--- src/rtl/bulk_read_rr_arbiter_pkg.sv ---
// bulk_read_rr_arbiter_pkg: shared sizes, types and round-robin helper for the bulk arbiter
package bulk_arb_pkg;
  localparam int N_PORTS = 2;
  localparam int ADDR_W = 32;
  localparam int DATA_W = 32;
  localparam int LINE_SIZE = 4;
  localparam int MAX_OUTSTANDING = 4;
  localparam int ID_W = (N_PORTS > 1) ? $clog2(N_PORTS) : 1;
  typedef logic [ID_W-1:0] port_id_t;
  typedef logic [ADDR_W-1:0] addr_t;
  typedef logic [LINE_SIZE-1:0][DATA_W-1:0] line_t;
  typedef logic [LINE_SIZE-1:0][DATA_W/8-1:0] strb_t;
  function automatic port_id_t rr_next(port_id_t p);
    return (int'(p) == N_PORTS - 1) ? '0 : port_id_t'(p + 1'b1);
  endfunction
endpackage

--- src/rtl/bulk_read_rr_arbiter_if.sv ---
// bulk_read_rr_arbiter_if: requester-side and memory-side bulk request/response bundle
interface bulk_read_rr_arbiter_if;
  import bulk_arb_pkg::*;
  logic [N_PORTS-1:0] s_req_valid, s_req_ready, s_req_write, s_lock, s_resp_valid;
  addr_t [N_PORTS-1:0] s_req_addr;
  line_t [N_PORTS-1:0] s_req_wdata;
  strb_t [N_PORTS-1:0] s_req_wstrb;
  line_t s_resp_rdata;
  logic m_req_valid, m_req_ready, m_req_write, m_resp_valid;
  addr_t m_req_addr;
  line_t m_req_wdata, m_resp_rdata;
  strb_t m_req_wstrb;
  modport slave (
    input  s_req_valid, s_req_write, s_lock, s_req_addr, s_req_wdata, s_req_wstrb, m_req_ready, m_resp_valid, m_resp_rdata,
    output s_req_ready, s_resp_valid, s_resp_rdata, m_req_valid, m_req_write, m_req_addr, m_req_wdata, m_req_wstrb
  );
  modport master (
    output s_req_valid, s_req_write, s_lock, s_req_addr, s_req_wdata, s_req_wstrb, m_req_ready, m_resp_valid, m_resp_rdata,
    input  s_req_ready, s_resp_valid, s_resp_rdata, m_req_valid, m_req_write, m_req_addr, m_req_wdata, m_req_wstrb
  );
endinterface

--- src/rtl/bulk_read_rr_arbiter_id_fifo.sv ---
// bulk_arb_id_fifo: in-order FIFO of issuing port IDs for outstanding bulk requests
module bulk_arb_id_fifo
  import bulk_arb_pkg::*;
(
  input  logic     clk,
  input  logic     rst_n,
  input  logic     push_i,
  input  logic     pop_i,
  input  port_id_t din_i,
  output port_id_t head_o,
  output logic     full_o,
  output logic     empty_o
);
  localparam int PW = $clog2(MAX_OUTSTANDING);
  port_id_t mem_q [MAX_OUTSTANDING];
  logic [PW-1:0] wr_q, rd_q;
  logic [PW:0] cnt_q;
  // pointers and occupancy; a simultaneous push and pop leaves the count unchanged
  always_ff @(posedge clk or negedge rst_n)
    if (!rst_n) begin
      wr_q <= '0;
      rd_q <= '0;
      cnt_q <= '0;
    end else begin
      wr_q <= wr_q + PW'(push_i);
      rd_q <= rd_q + PW'(pop_i);
      cnt_q <= cnt_q + (PW+1)'(push_i) - (PW+1)'(pop_i);
    end
  // storage is unreset: an entry is only read after it has been counted in
  always_ff @(posedge clk)
    if (push_i) mem_q[wr_q] <= din_i;
  assign head_o = mem_q[rd_q];
  assign full_o = cnt_q == (PW+1)'(MAX_OUTSTANDING);
  assign empty_o = cnt_q == '0;
endmodule

--- src/rtl/bulk_read_rr_arbiter.sv ---
// bulk_read_rr_arbiter: round-robin N-port arbiter onto one bulk memory port; BULK_ARB_STATS_EN adds grant/stall counters
module bulk_read_rr_arbiter
  import bulk_arb_pkg::*;
(
  input  logic clk,
  input  logic rst_n,
  bulk_read_rr_arbiter_if.slave bus,
  output logic err_orphan_o
`ifdef BULK_ARB_STATS_EN
  ,
  output logic [N_PORTS-1:0][31:0] grant_cnt_o,
  output logic [31:0] stall_cnt_o
`endif
);
  port_id_t rr_ptr_q, rr_ptr_d, hold_id_q, hold_id_d, lock_owner_q, lock_owner_d, gnt, idx, head;
  logic hold_valid_q, hold_valid_d, lock_valid_q, lock_valid_d, err_q, err_d;
  logic any_req, req_v, accept, pop, fifo_full, fifo_empty;
  logic [N_PORTS-1:0] elig;
  assign elig = lock_valid_q ? (bus.s_req_valid & (N_PORTS'(1) << lock_owner_q)) : bus.s_req_valid;
  // grant: a stalled grant is held, otherwise first eligible port scanning up from rr_ptr
  always_comb begin
    gnt = rr_ptr_q;
    idx = '0;
    any_req = 1'b0;
    for (int k = N_PORTS - 1; k >= 0; k--) begin
      idx = port_id_t'((int'(rr_ptr_q) + k) % N_PORTS);
      if (elig[idx]) begin
        gnt = idx;
        any_req = 1'b1;
      end
    end
    if (hold_valid_q) begin
      gnt = hold_id_q;
      any_req = bus.s_req_valid[hold_id_q];
    end
  end
  assign req_v = rst_n && any_req && !fifo_full;
  assign accept = req_v && bus.m_req_ready;
  assign pop = rst_n && bus.m_resp_valid && !fifo_empty;
  assign bus.m_req_valid = req_v;
  assign bus.m_req_addr = req_v ? bus.s_req_addr[gnt] : '0;
  assign bus.m_req_write = req_v && bus.s_req_write[gnt];
  assign bus.m_req_wdata = req_v ? bus.s_req_wdata[gnt] : '0;
  assign bus.m_req_wstrb = req_v ? bus.s_req_wstrb[gnt] : '0;
  assign bus.s_req_ready = accept ? (N_PORTS'(1) << gnt) : '0;
  assign bus.s_resp_valid = pop ? (N_PORTS'(1) << head) : '0;
  assign bus.s_resp_rdata = bus.m_resp_rdata;
  assign err_orphan_o = err_q;
  // next state: pointer advances past each accepted port; lock drops when its owner lets go
  always_comb begin
    rr_ptr_d = accept ? rr_next(gnt) : rr_ptr_q;
    hold_valid_d = !accept && (hold_valid_q || (req_v && !bus.m_req_ready));
    hold_id_d = (!accept && req_v && !bus.m_req_ready) ? gnt : hold_id_q;
    lock_valid_d = accept ? bus.s_lock[gnt] : lock_valid_q && (bus.s_lock[lock_owner_q] || bus.s_req_valid[lock_owner_q]);
    lock_owner_d = accept ? gnt : lock_owner_q;
    err_d = err_q || (bus.m_resp_valid && fifo_empty);
  end
  // arbitration state registers
  always_ff @(posedge clk or negedge rst_n)
    if (!rst_n) begin
      rr_ptr_q <= '0;
      hold_valid_q <= 1'b0;
      hold_id_q <= '0;
      lock_valid_q <= 1'b0;
      lock_owner_q <= '0;
      err_q <= 1'b0;
    end else begin
      rr_ptr_q <= rr_ptr_d;
      hold_valid_q <= hold_valid_d;
      hold_id_q <= hold_id_d;
      lock_valid_q <= lock_valid_d;
      lock_owner_q <= lock_owner_d;
      err_q <= err_d;
    end
  bulk_arb_id_fifo u_fifo (
    .clk(clk), .rst_n(rst_n), .push_i(accept), .pop_i(pop), .din_i(gnt),
    .head_o(head), .full_o(fifo_full), .empty_o(fifo_empty)
  );
`ifdef BULK_ARB_STATS_EN
  logic [N_PORTS-1:0][31:0] grant_cnt_q;
  logic [31:0] stall_cnt_q;
  // per-port accept counts and stall cycles (downstream back-pressure or ID FIFO full)
  always_ff @(posedge clk or negedge rst_n)
    if (!rst_n) begin
      grant_cnt_q <= '0;
      stall_cnt_q <= '0;
    end else begin
      for (int i = 0; i < N_PORTS; i++) grant_cnt_q[i] <= grant_cnt_q[i] + 32'(accept && gnt == port_id_t'(i));
      stall_cnt_q <= stall_cnt_q + 32'((req_v && !bus.m_req_ready) || (any_req && fifo_full));
    end
  assign grant_cnt_o = grant_cnt_q;
  assign stall_cnt_o = stall_cnt_q;
`endif
endmodule
--- src/flat_wrapper.sv ---
// flat-port wrapper written by rule: the top's interface ports become plain ports
module bulk_read_rr_arbiter_flat import bulk_arb_pkg::*;
  (clk, rst_n, err_orphan_o, bus_s_req_valid, bus_s_req_write, bus_s_lock, bus_s_req_addr, bus_s_req_wdata, bus_s_req_wstrb, bus_m_req_ready, bus_m_resp_valid, bus_m_resp_rdata, bus_s_req_ready, bus_s_resp_valid, bus_s_resp_rdata, bus_m_req_valid, bus_m_req_write, bus_m_req_addr, bus_m_req_wdata, bus_m_req_wstrb);
  bulk_read_rr_arbiter_if bus_i ();
  input  logic clk;
  input  logic rst_n;
  output logic err_orphan_o;
  input wire logic [$bits(bus_i.s_req_valid)-1:0] bus_s_req_valid;
  input wire logic [$bits(bus_i.s_req_write)-1:0] bus_s_req_write;
  input wire logic [$bits(bus_i.s_lock)-1:0] bus_s_lock;
  input wire logic [$bits(bus_i.s_req_addr)-1:0] bus_s_req_addr;
  input wire logic [$bits(bus_i.s_req_wdata)-1:0] bus_s_req_wdata;
  input wire logic [$bits(bus_i.s_req_wstrb)-1:0] bus_s_req_wstrb;
  input wire logic [$bits(bus_i.m_req_ready)-1:0] bus_m_req_ready;
  input wire logic [$bits(bus_i.m_resp_valid)-1:0] bus_m_resp_valid;
  input wire logic [$bits(bus_i.m_resp_rdata)-1:0] bus_m_resp_rdata;
  output wire logic [$bits(bus_i.s_req_ready)-1:0] bus_s_req_ready;
  output wire logic [$bits(bus_i.s_resp_valid)-1:0] bus_s_resp_valid;
  output wire logic [$bits(bus_i.s_resp_rdata)-1:0] bus_s_resp_rdata;
  output wire logic [$bits(bus_i.m_req_valid)-1:0] bus_m_req_valid;
  output wire logic [$bits(bus_i.m_req_write)-1:0] bus_m_req_write;
  output wire logic [$bits(bus_i.m_req_addr)-1:0] bus_m_req_addr;
  output wire logic [$bits(bus_i.m_req_wdata)-1:0] bus_m_req_wdata;
  output wire logic [$bits(bus_i.m_req_wstrb)-1:0] bus_m_req_wstrb;
  assign bus_i.s_req_valid = bus_s_req_valid;
  assign bus_i.s_req_write = bus_s_req_write;
  assign bus_i.s_lock = bus_s_lock;
  assign bus_i.s_req_addr = bus_s_req_addr;
  assign bus_i.s_req_wdata = bus_s_req_wdata;
  assign bus_i.s_req_wstrb = bus_s_req_wstrb;
  assign bus_i.m_req_ready = bus_m_req_ready;
  assign bus_i.m_resp_valid = bus_m_resp_valid;
  assign bus_i.m_resp_rdata = bus_m_resp_rdata;
  assign bus_s_req_ready = bus_i.s_req_ready;
  assign bus_s_resp_valid = bus_i.s_resp_valid;
  assign bus_s_resp_rdata = bus_i.s_resp_rdata;
  assign bus_m_req_valid = bus_i.m_req_valid;
  assign bus_m_req_write = bus_i.m_req_write;
  assign bus_m_req_addr = bus_i.m_req_addr;
  assign bus_m_req_wdata = bus_i.m_req_wdata;
  assign bus_m_req_wstrb = bus_i.m_req_wstrb;
  bulk_read_rr_arbiter u_core (.clk(clk), .rst_n(rst_n), .bus(bus_i), .err_orphan_o(err_orphan_o));
endmodule
--- config.mk ---
export PLATFORM = sky130hd
export DESIGN_NAME = bulk_read_rr_arbiter_flat
export DESIGN_NICKNAME = d
export VERILOG_FILES = /design/src/rtl/bulk_read_rr_arbiter_pkg.sv /design/src/rtl/bulk_read_rr_arbiter_if.sv /design/src/rtl/bulk_read_rr_arbiter_id_fifo.sv /design/src/rtl/bulk_read_rr_arbiter.sv /design/src/flat_wrapper.sv
export SDC_FILE = /design/constraint.sdc
export NUM_CORES = 1
export LEC_CHECK = 0
export ABC_AREA = 1
export BUFFER_PORTS_ARGS = -buffer_cell sky130_fd_sc_hd__buf_2
export CORE_AREA = 2 2 314 316
export CTS_CLUSTER_DIAMETER = 120
export DETAILED_ROUTE_END_ITERATION = 8
export DIE_AREA = 0 0 316 318
export SETUP_SLACK_MARGIN = 0.2
export SLEW_MARGIN = 25
export SYNTH_ARGS = -nofsm -noshare
export SYNTH_HDL_FRONTEND = slang
export SYNTH_SLANG_ARGS = --single-unit
--- constraint.sdc ---
create_clock -name clk -period 2.45 [get_ports clk]
set_input_delay 0.1225 -clock clk [delete_from_list [all_inputs] [get_ports clk]]
set_output_delay 0.1225 -clock clk [all_outputs]
set_load 0.02 [all_outputs]
==> Yosys cells after proc, flatten, opt, wreduce, memory -nomap -nowiden <==
Memory sizes are Yosys's and may differ from the RTL's.
Index checks and enable logic that the tools add are counted.
{ "word_totals": {"regBits": 13, "mem_bits_rw": 4, "inputBits": 490, "out_inout_bits": 311, "mem_count": 1} }
{ "mem_list": {"columns": ["name", "words", "word_bits", "read_ports", "rd_clocked_by_memory_dff", "wr", "line_no", "source"], "rows": [
  ["u_core.u_fifo.mem_q", 4, 1, 1, 0, 1, "bulk_read_rr_arbiter_id_fifo.sv:15", "port_id_t mem_q [MAX_OUTSTANDING];"]
]} }
{ "op_classes": {"addsub": 6, "n_lt_le_gt_ge": 5, "eq_ne": 1, "n_shift": 3, "mux": 36, "bitwise": 1, "reduce_logical": 20} }
{ "ops": {"columns": ["operator", "n"], "rows": [
  ["2-to-1 mux 128 bit", 3],
  ["2-to-1 mux 32 bit", 3],
  ["2-to-1 mux 16 bit", 3],
  ["2-to-1 mux 1 bit", 24],
  ["logical AND 1 bit", 12],
  ["< comparator 1 x 2 -> 1 bit (second input constant)", 5],
  ["2-to-1 mux 2 bit", 3],
  ["left shift 1 x 1 -> 2 bit (first input constant)", 3],
  ["adder 2 x 1 -> 2 bit", 2],
  ["logical NOT 1 bit", 4],
  ["adder 3 x 1 -> 3 bit", 1],
  ["== test 3 bit (second input constant)", 1],
  ["logical NOT 3 bit", 1],
  ["logical OR 1 bit", 3],
  ["subtractor 3 x 1 -> 3 bit", 1],
  ["adder 1 bit (second input constant)", 2],
  ["bitwise AND 2 bit", 1]
]} }

==> Logic depth before layout (Yosys ltp) <==
Gate-level depths: netlist (run 1).
{ "depth": {"ltp_word": 14, "ltp_mapped": 12} }

==> Hierarchy <==
From an unflattened synthesis (run 1), not the netlist that was laid out.
{ "hier_totals": {"cells_unflattened": 826, "hier_area_um2": 4366.7} }
{ "modules_own_cells": {"columns": ["mod", "n_inst", "cells_per_inst", "area_per_inst_um2"], "rows": [
  ["bulk_read_rr_arbiter", 1, 775, 3836.2],
  ["bulk_arb_id_fifo", 1, 51, 530.5]
]} }

==> Worst setup path before layout (run 1) <==
Ideal clock, no wire load.
{ "synth_timing": {"path_type": "reg-to-reg", "startpoint": "register u_core.u_fifo.cnt_q[1]", "endpoint": "register u_core.u_fifo.cnt_q[2]", "t_arrival_ns": 2.048, "setup_slack_ns": 0.273, "path_stages_with_launch": 13, "path_buffers": 1, "period_less_slack_ns": 2.177, "path_cell_list": "dfrtp_1 -> nor2_1 -> nand2_1 -> nand2_1 -> nor2_2 -> nand3_1 -> buf_2 -> ha_1 -> inv_1 -> ha_1 -> fa_1 -> xnor2_1 -> xor2_1"} }
{ "synth_between": {"elab_chain_len": 6, "word_cells_on_any_way": 9, "classes_between": "2 x add/sub; 1 x eq/ne; 6 x reduce/logical"} }
{ "synth_lines": {"columns": ["item", "line_no", "source"], "rows": [
  ["start, declared", "bulk_read_rr_arbiter_id_fifo.sv:17", "logic [PW:0] cnt_q;"],
  ["start signal, assigned", "bulk_read_rr_arbiter_id_fifo.sv:27", "cnt_q <= cnt_q + (PW+1)'(push_i) - (PW+1)'(pop_i);"],
  ["== test 3 bit", "bulk_read_rr_arbiter_id_fifo.sv:33", "assign full_o = cnt_q == (PW+1)'(MAX_OUTSTANDING);"],
  ["logical NOT 1 bit", "bulk_read_rr_arbiter.sv:37", "assign req_v = rst_n && any_req && !fifo_full;"],
  ["logical AND 1 bit", "bulk_read_rr_arbiter.sv:37", null],
  ["logical AND 1 bit", "bulk_read_rr_arbiter.sv:38", "assign accept = req_v && bus.m_req_ready;"],
  ["adder 3 x 1 -> 3 bit", "bulk_read_rr_arbiter_id_fifo.sv:27", null],
  ["subtractor 3 x 1 -> 3 bit *", "bulk_read_rr_arbiter_id_fifo.sv:27", null]
]} }
Mark *: on every way between the ends. The rest lies on a longest branch, timed or not.
A chain may end at the register's enable or synchronous reset.

==> Final worst setup path (run 1) <==
{ "layout_timing": {"startpoint": "register u_core.u_fifo.cnt_q[1]", "endpoint": "output port bus_m_req_wdata[87]"} }
{ "layout_between": {"elab_chain_len": 4} }
{ "layout_lines": {"columns": ["item", "line_no", "source"], "rows": [
  ["== test 3 bit", "bulk_read_rr_arbiter_id_fifo.sv:33", null],
  ["logical NOT 1 bit", "bulk_read_rr_arbiter.sv:37", null],
  ["logical AND 1 bit", "bulk_read_rr_arbiter.sv:37", null],
  ["2-to-1 mux 128 bit", "bulk_read_rr_arbiter.sv:43", "assign bus.m_req_wdata = req_v ? bus.s_req_wdata[gnt] : '0;"],
  ["end, declared", "flat_wrapper.sv:23", "output wire logic [$bits(bus_i.m_req_wdata)-1:0] bus_m_req_wdata;"]
]} }
Every way passes these cells.

==> run summary, run 1 <==
First-pass GRT wire length - 62,700 um
First drt pass iteration count - 5
Final count of hold timing violations - 0
Fraction of layout cells with a size suffix above 1 - 51.1%
Synth area leader - nor2_1
Arrival @ worst endpoint - 2110 ps
Mux contribution to synthesized area - 0%
Setup TNS - 0 ps
Skew final - 4.07 ps
Largest net degree at the start of global routing - 76
Hold_ws - 125 ps
WL/cell - 22.6 um
HPWL after detailed placement - 48,100 um
P_leak - 4.15 nW
DRT iter0 DRCs - 416
FF+latch count, synth - 17
Xor/xnor cell area share of the yosys netlist - 0.793%
Max-cap viol count - 0
Adder-Cell Fraction of Synth Area - 1.59%
Most common cell after layout, fill and taps aside - buf_2
Clock slew at reported path FFs - 50 ps
Clk_lat worst skew - 250 ps
Initial antenna violation count - 40
Power density over the cells - 1150 mW/mm^2
Crit path max fanout - 46
Total power - 9.63 mW
Synthesized Nets - 1,310
Distinct cells, synth - 33
Critical Path Start Type - register
Status - finished clean
Initial core utilization - 4.53%
Die footprint - 0.100 sq mm
I/O pin cnt - 801
Vias in the first global route - 6,224
Total Wirelength - 56,900 um
H-tree levels - 1
Hold WC Path Type - in -> reg
Clk root buf - clkbuf_16
CP endpoint kind - output port
RePlAce Congestion - 0.861
Core area - 0.0974 sq mm
Fin crit period - 2240 ps
RSZ-0062 raised after global routing - true
R2R Setup Slk - 320 ps
Most frequent cells in the layout - buf_2, nor2_1, o21ai_0, o21ai_1, buf_4
Fin. max-slew vios - 0
I/O Buffers - 544
Setup violators final - 0
Die Ht - 318 um
Die W - 316 um
Mapped Avg Cell Area - 5.42 sq um
DR vias - 7,199
Yosys warns - 0
Final nets - 1,718
Gr ovfl total - 0
Fin crit share - 91.2%
CTS max path bufs - 2
Fmax achieved - 447 MHz
CTS tree - yes
Required time of the critical path - 2330 ps
Largest family of logic cells by synthesized area - simple AND/OR/NAND/NOR gates
GRT Resource Usage Total - 9.69%
Via/cell ratio - 2.85
Slew at the pin closest to its max-slew limit - 649 ps
Netlist area before placement - 0.00442 sq mm
DRC viols - 0
Cts bufs inserted - 3
Cell count after synthesis - 815
DRT antenna net count - 0
Synth top area cells - nor2_1, buf_4, o21ai_0, dfrtp_1, o21ai_1
Critical path class - reg -> out
Synth Area in Compound Gates - 21.3%
Clock sink count - 17
Slew HR - 56.6%
Area Growth Syn to Fin - 90.1%
Row Count - 115
Maximum VDD drop - 0.652 mV
Sequential area share after synthesis - 10.1%
Area share of and/or/nand/nor cells after synthesis - 35.4%
Top-area cell type share of the netlist area - 30.6%
cells in the mapped netlist:
library cell  count
nand3b_1          1
buf_2            16
nand3_2           1
xor2_1            3
nand2_1          18
inv_2             2
inv_4             1
nand2_4           2
xnor2_1           1
and2_1            1
buf_8             1
clkbuf_1         16
ha_1              4
nor2_2            1
nand3_1           6
clkbuf_2         10
fa_1              1
nor2_1          360
o31ai_1           1
nor3_1            5
or2_1             1
clkbuf_4          8
o21ai_1          32
a21oi_1           5
nand2_2           5
buf_4           130
a32o_1            1
o21ai_0         146
inv_1            13
edfxtp_1          4
dfrtp_1          13
a21o_1            1
buf_6             5
power breakdown:
group	switching, mW	total [mW]	internal [mW]
Combinational	5.83	8.77	2.93
Sequential	0.109	0.532	0.423
Clock	0.114	0.333	0.219
through the flow:
step           instances  setup WS, ps  util [%]  instance area [sq um]
2_1_floorplan        815           273         -                   4420
3_3_place_gp        2477           213      7.89                   7690
3_5_place_dp        2477           228      7.89                   7690
4_1_cts             2487           167      8.08                   7870
5_1_grt             2517           153      8.60                   8380
6_report            2523           214      8.61                   8390
what timing repair did:
item,4_1_cts,5_1_grt
cloned,1,8
buffers inserted,4,14
pin swaps,1,9
hold endpoints to repair,13,0
hold buffers,1,0
resized for setup,11,48
setup endpoints to repair,77,132
critical path, cell delays in order, from the launching register on:
cell	delay, ps
dfrtp_1	410
nor2_1	70
nand2_1	50
nand2_1	80
nor2_4	150
nand2_4	120
clkinv_16	140
buf_12	200
o21ai_0	120
nor2_1	230
buf_2	220
logic make-up (layout without fill, tap and decap cells):
kind of cell / count (synthesis) / in the layout
AND/OR/NAND/NOR: 401 / 403
adder cells (fa/ha/maj): 5 / 5
buffers and inverters: 202 / 607
XOR/XNOR: 4 / 4
AO/OA/AOI/OAI: 186 / 186
other: 0 / 14
flip-flops: 17 / 17
sequential cells by signal, summed over array words and instances (netlist names), named ones only:
| signal | flops |
|---|---|
| u_core.u_fifo.mem_q | 4 |
| u_core.err_orphan_o | 1 |
| u_core.u_fifo.wr_q | 2 |
| u_core.lock_valid_q | 1 |
| u_core.u_fifo.cnt_q | 3 |
| u_core.rr_ptr_q | 1 |
| u_core.lock_owner_q | 1 |
| u_core.u_fifo.rd_q | 2 |
| u_core.hold_id_q | 1 |
area by class of cell:
class                      count  area (sq um)
fill                       11600         89000
timing repair inverter         1          11.3
antenna                       14          35.0
inverter                      16          86.3
sequential                    17           445
timing repair buffer         586          3380
tap                         1287          1610
clock inverter                 1          5.00
multi-input combinational    598          2750
clock buffer                   3          75.1
path summary, 6_finish.rpt:
check	startpoint	to	cells past startpoint
min reg2reg	u_core.err_orphan_o	u_core.err_orphan_o	1
max	u_core.u_fifo.cnt_q[1]	bus_m_req_wdata[87]	10
min	bus_m_resp_valid	u_core.err_orphan_o	2
min in group asynchronous	rst_n	u_core.lock_valid_q	3
max reg2reg	u_core.u_fifo.cnt_q[1]	u_core.u_fifo.cnt_q[2]	11
max in group asynchronous	rst_n	u_core.hold_id_q	3
per-layer routing:
metal / vias to the layer above / part of all wire, % / global-route usage (%) / wire [um]
met5: - / 0.22 / 0 / 124
met1: 3105 / 34 / 9.45 / 19600
met2: 722 / 45 / 16.0 / 25400
met4: 4 / 1.8 / 1.25 / 1040
met3: 73 / 19 / 8.16 / 10700
li1: 3295 / - / - / -
Note: power is estimated with default switching activity, not from simulation.
==> run 2, diff against run 1 <==
- GPL_TIMING_DRIVEN: unset -> 0
- SLEW_MARGIN: 25 -> unset
==> run 2 against run 1 <==
Net effect:
- critical path depth increased by 2
- flip-flop and latch count unchanged
- first-iteration DRC count decreased by 10%
- critical path type unchanged
- highest routed layer unchanged
- sequential share of layout area decreased by 1.2 points
- sequential power decreased by 2%
- design area increased by 31%
- non-clock buffer count increased by 309
- total power increased by 25%
==> run summary, run 2 (synthesis results as in run 1) <==
Status - finished clean
Via/cell ratio - 2.95 (+3.5%)
Slew at the pin closest to its max-slew limit - 657 ps (+8.40 ps)
Core area - 0.0974 sq mm (unchanged)
Pre-CTS setup slack - -144 ps (-372 ps)
Fraction of layout cells with a size suffix above 1 - 64.7% (+14 points)
Max reg flops - 4 (unchanged)
Skew final - 4.36 ps (+0.291 ps)
Max-cap viol count - 0 (unchanged)
DRT antenna net count - 0 (unchanged)
Clk_lat worst skew - 250 ps (about the same)
WL/cell - 21.6 um (-4.0%)
Clock sink count - 17 (unchanged)
Cts bufs inserted - 3 (unchanged)
Fmax achieved - 437 MHz (-2.2%)
RePlAce Congestion - 0.870 (+0.99%)
GRT Resource Usage Total - 11.1% (+1.5 points)
Fin crit period - 2290 ps (+50.2 ps)
Fill count - 11,400 (-1.4%)
Die W - 316 um (unchanged)
Total Wirelength - 61,300 um (+7.6%)
Fin. max-slew vios - 0 (unchanged)
Critical Path Start Type - register
HPWL after detailed placement - 54,700 um (+14%)
Maximum VDD drop - 0.547 mV (-16%)
Clk root buf - clkbuf_16
Row Count - 115 (unchanged)
Area Growth Syn to Fin - 148%
I/O Buffers - 672 (+24%)
Initial core utilization - 4.53% (unchanged)
Critical path class - reg -> out
First-pass GRT wire length - 72,600 um (+16%)
Hold WC Path Type - in -> reg
DRT iter0 DRCs - 373 (-10%)
Required time of the critical path - 2330 ps (about the same)
Initial antenna violation count - 72 (+80%)
Power density over the cells - 1100 mW/mm^2 (-4.3%)
RSZ-0062 raised after global routing - true
Setup violators final - 0 (unchanged)
CTS tree - yes
Crit path max fanout - 10 (-78%)
Largest regs - u_core.u_fifo.mem_q (4), u_core.u_fifo.cnt_q (3)
Largest Register - u_core.u_fifo.mem_q
Gr ovfl total - 0 (unchanged)
CTS max path bufs - 2 (unchanged)
Most frequent cells in the layout - buf_2, nor2_1, buf_4, o21ai_0, o21ai_1
Largest net degree at the start of global routing - 14 (-82%)
Final nets - 2,024 (+18%)
Most common cell after layout, fill and taps aside - buf_2
Fin crit share - 93.3% (+2.0 points)
Total power - 12.0 mW (+25%)
H-tree levels - 1 (unchanged)
CP endpoint kind - output port
Hold_ws - 94.9 ps (-29.7 ps)
DRC viols - 0 (unchanged)
Arrival @ worst endpoint - 2160 ps (+50 ps)
Vias in the first global route - 7,526 (+21%)
Die footprint - 0.100 sq mm (unchanged)
First drt pass iteration count - 5 (unchanged)
Fin util - 11.3% (+2.6 points)
Die Ht - 318 um (unchanged)
Clock slew at reported path FFs - 60 ps (about the same)
DR vias - 8,356 (+16%)
Slew HR - 56.0% (-0.56 points)
Final WS setup - 164 ps (-50.2 ps)
P_leak - 5.58 nW (+35%)
I/O pin cnt - 801 (unchanged)
Final count of hold timing violations - 0 (unchanged)
[run 2: through the flow]
stage	TNS, ps	cell area [sq um]	std cells
4_1_cts	0	10200	2805
3_3_place_gp	-288	9390	2774
5_1_grt	0	10900	2822
2_1_floorplan	0	4420	815
3_5_place_dp	-356	9390	2774
6_report	0	11000	2830
[run 2: worst paths after layout]
path | startpoint | to | slack, ps | cells past startpoint
hold / removal | bus_m_resp_valid | u_core.err_orphan_o | 90 | 2
min in group asynchronous | rst_n | u_core.lock_valid_q | 490 | 2
max in group asynchronous | rst_n | asynchronous set/reset pin | 1540 | 2
hold reg to reg | u_core.err_orphan_o | u_core.err_orphan_o | 470 | 1
setup reg to reg | u_core.lock_owner_q | u_core.lock_valid_q | 170 | 16
setup / recovery | u_core.lock_owner_q | bus_m_req_wdata[60] | 160 | 12
[run 2: what timing repair did]
action	4_1_cts	5_1_grt
setup buffers	24	6
endpoints found under the setup margin	165	139
pin swaps	13	42
gates cloned	4	5
gates resized for setup	146	212
hold endpoints to repair	13	0
hold buffers	1	0
[run 2: worst max-delay path, cell delays in order, from the launching register on]
cell and delay [ps]:
dfrtp_1 400, inv_2 70, nand2_2 70, nand2_2 70, nand2_2 60, nand2_1 80, nand2_2 100, nand2_8 140
buf_12 210, buf_2 240, o21ai_0 110, nor2_2 160, buf_4 170
[run 2: metal layers]
layer | vias to the layer above | share of wire (%) | routed length (um) | global-route usage [%]
li1 | 3916 | - | - | -
met1 | 3709 | 41 | 24900 | 13.5
met2 | 559 | 44 | 27200 | 18.4
met3 | 116 | 12 | 7280 | 4.97
met4 | 56 | 2.5 | 1510 | 1.62
met5 | - | 0.56 | 342 | 0
[run 2: power by group]
| part | internal [mW] | switching, mW |
|---|---|---|
| logic | 4.18 | 7.01 |
| clock network | 0.219 | 0.116 |
| registers | 0.423 | 0.0988 |
[run 2: layout make-up]
class,count,area [sq um],share of cell area [%]
Timing Repair Buffer,712,4050,36.9
Clock buffer,3,75.1,0.684
Antenna cell,15,37.5,0.342
Buffer,183,1650,15.1
Clock inverter,1,5.00,0.0456
Sequential cell,17,445,4.06
Inverter,16,67.6,0.616
Multi-Input combinational cell,596,3020,27.6
Tap cell,1287,1610,14.7
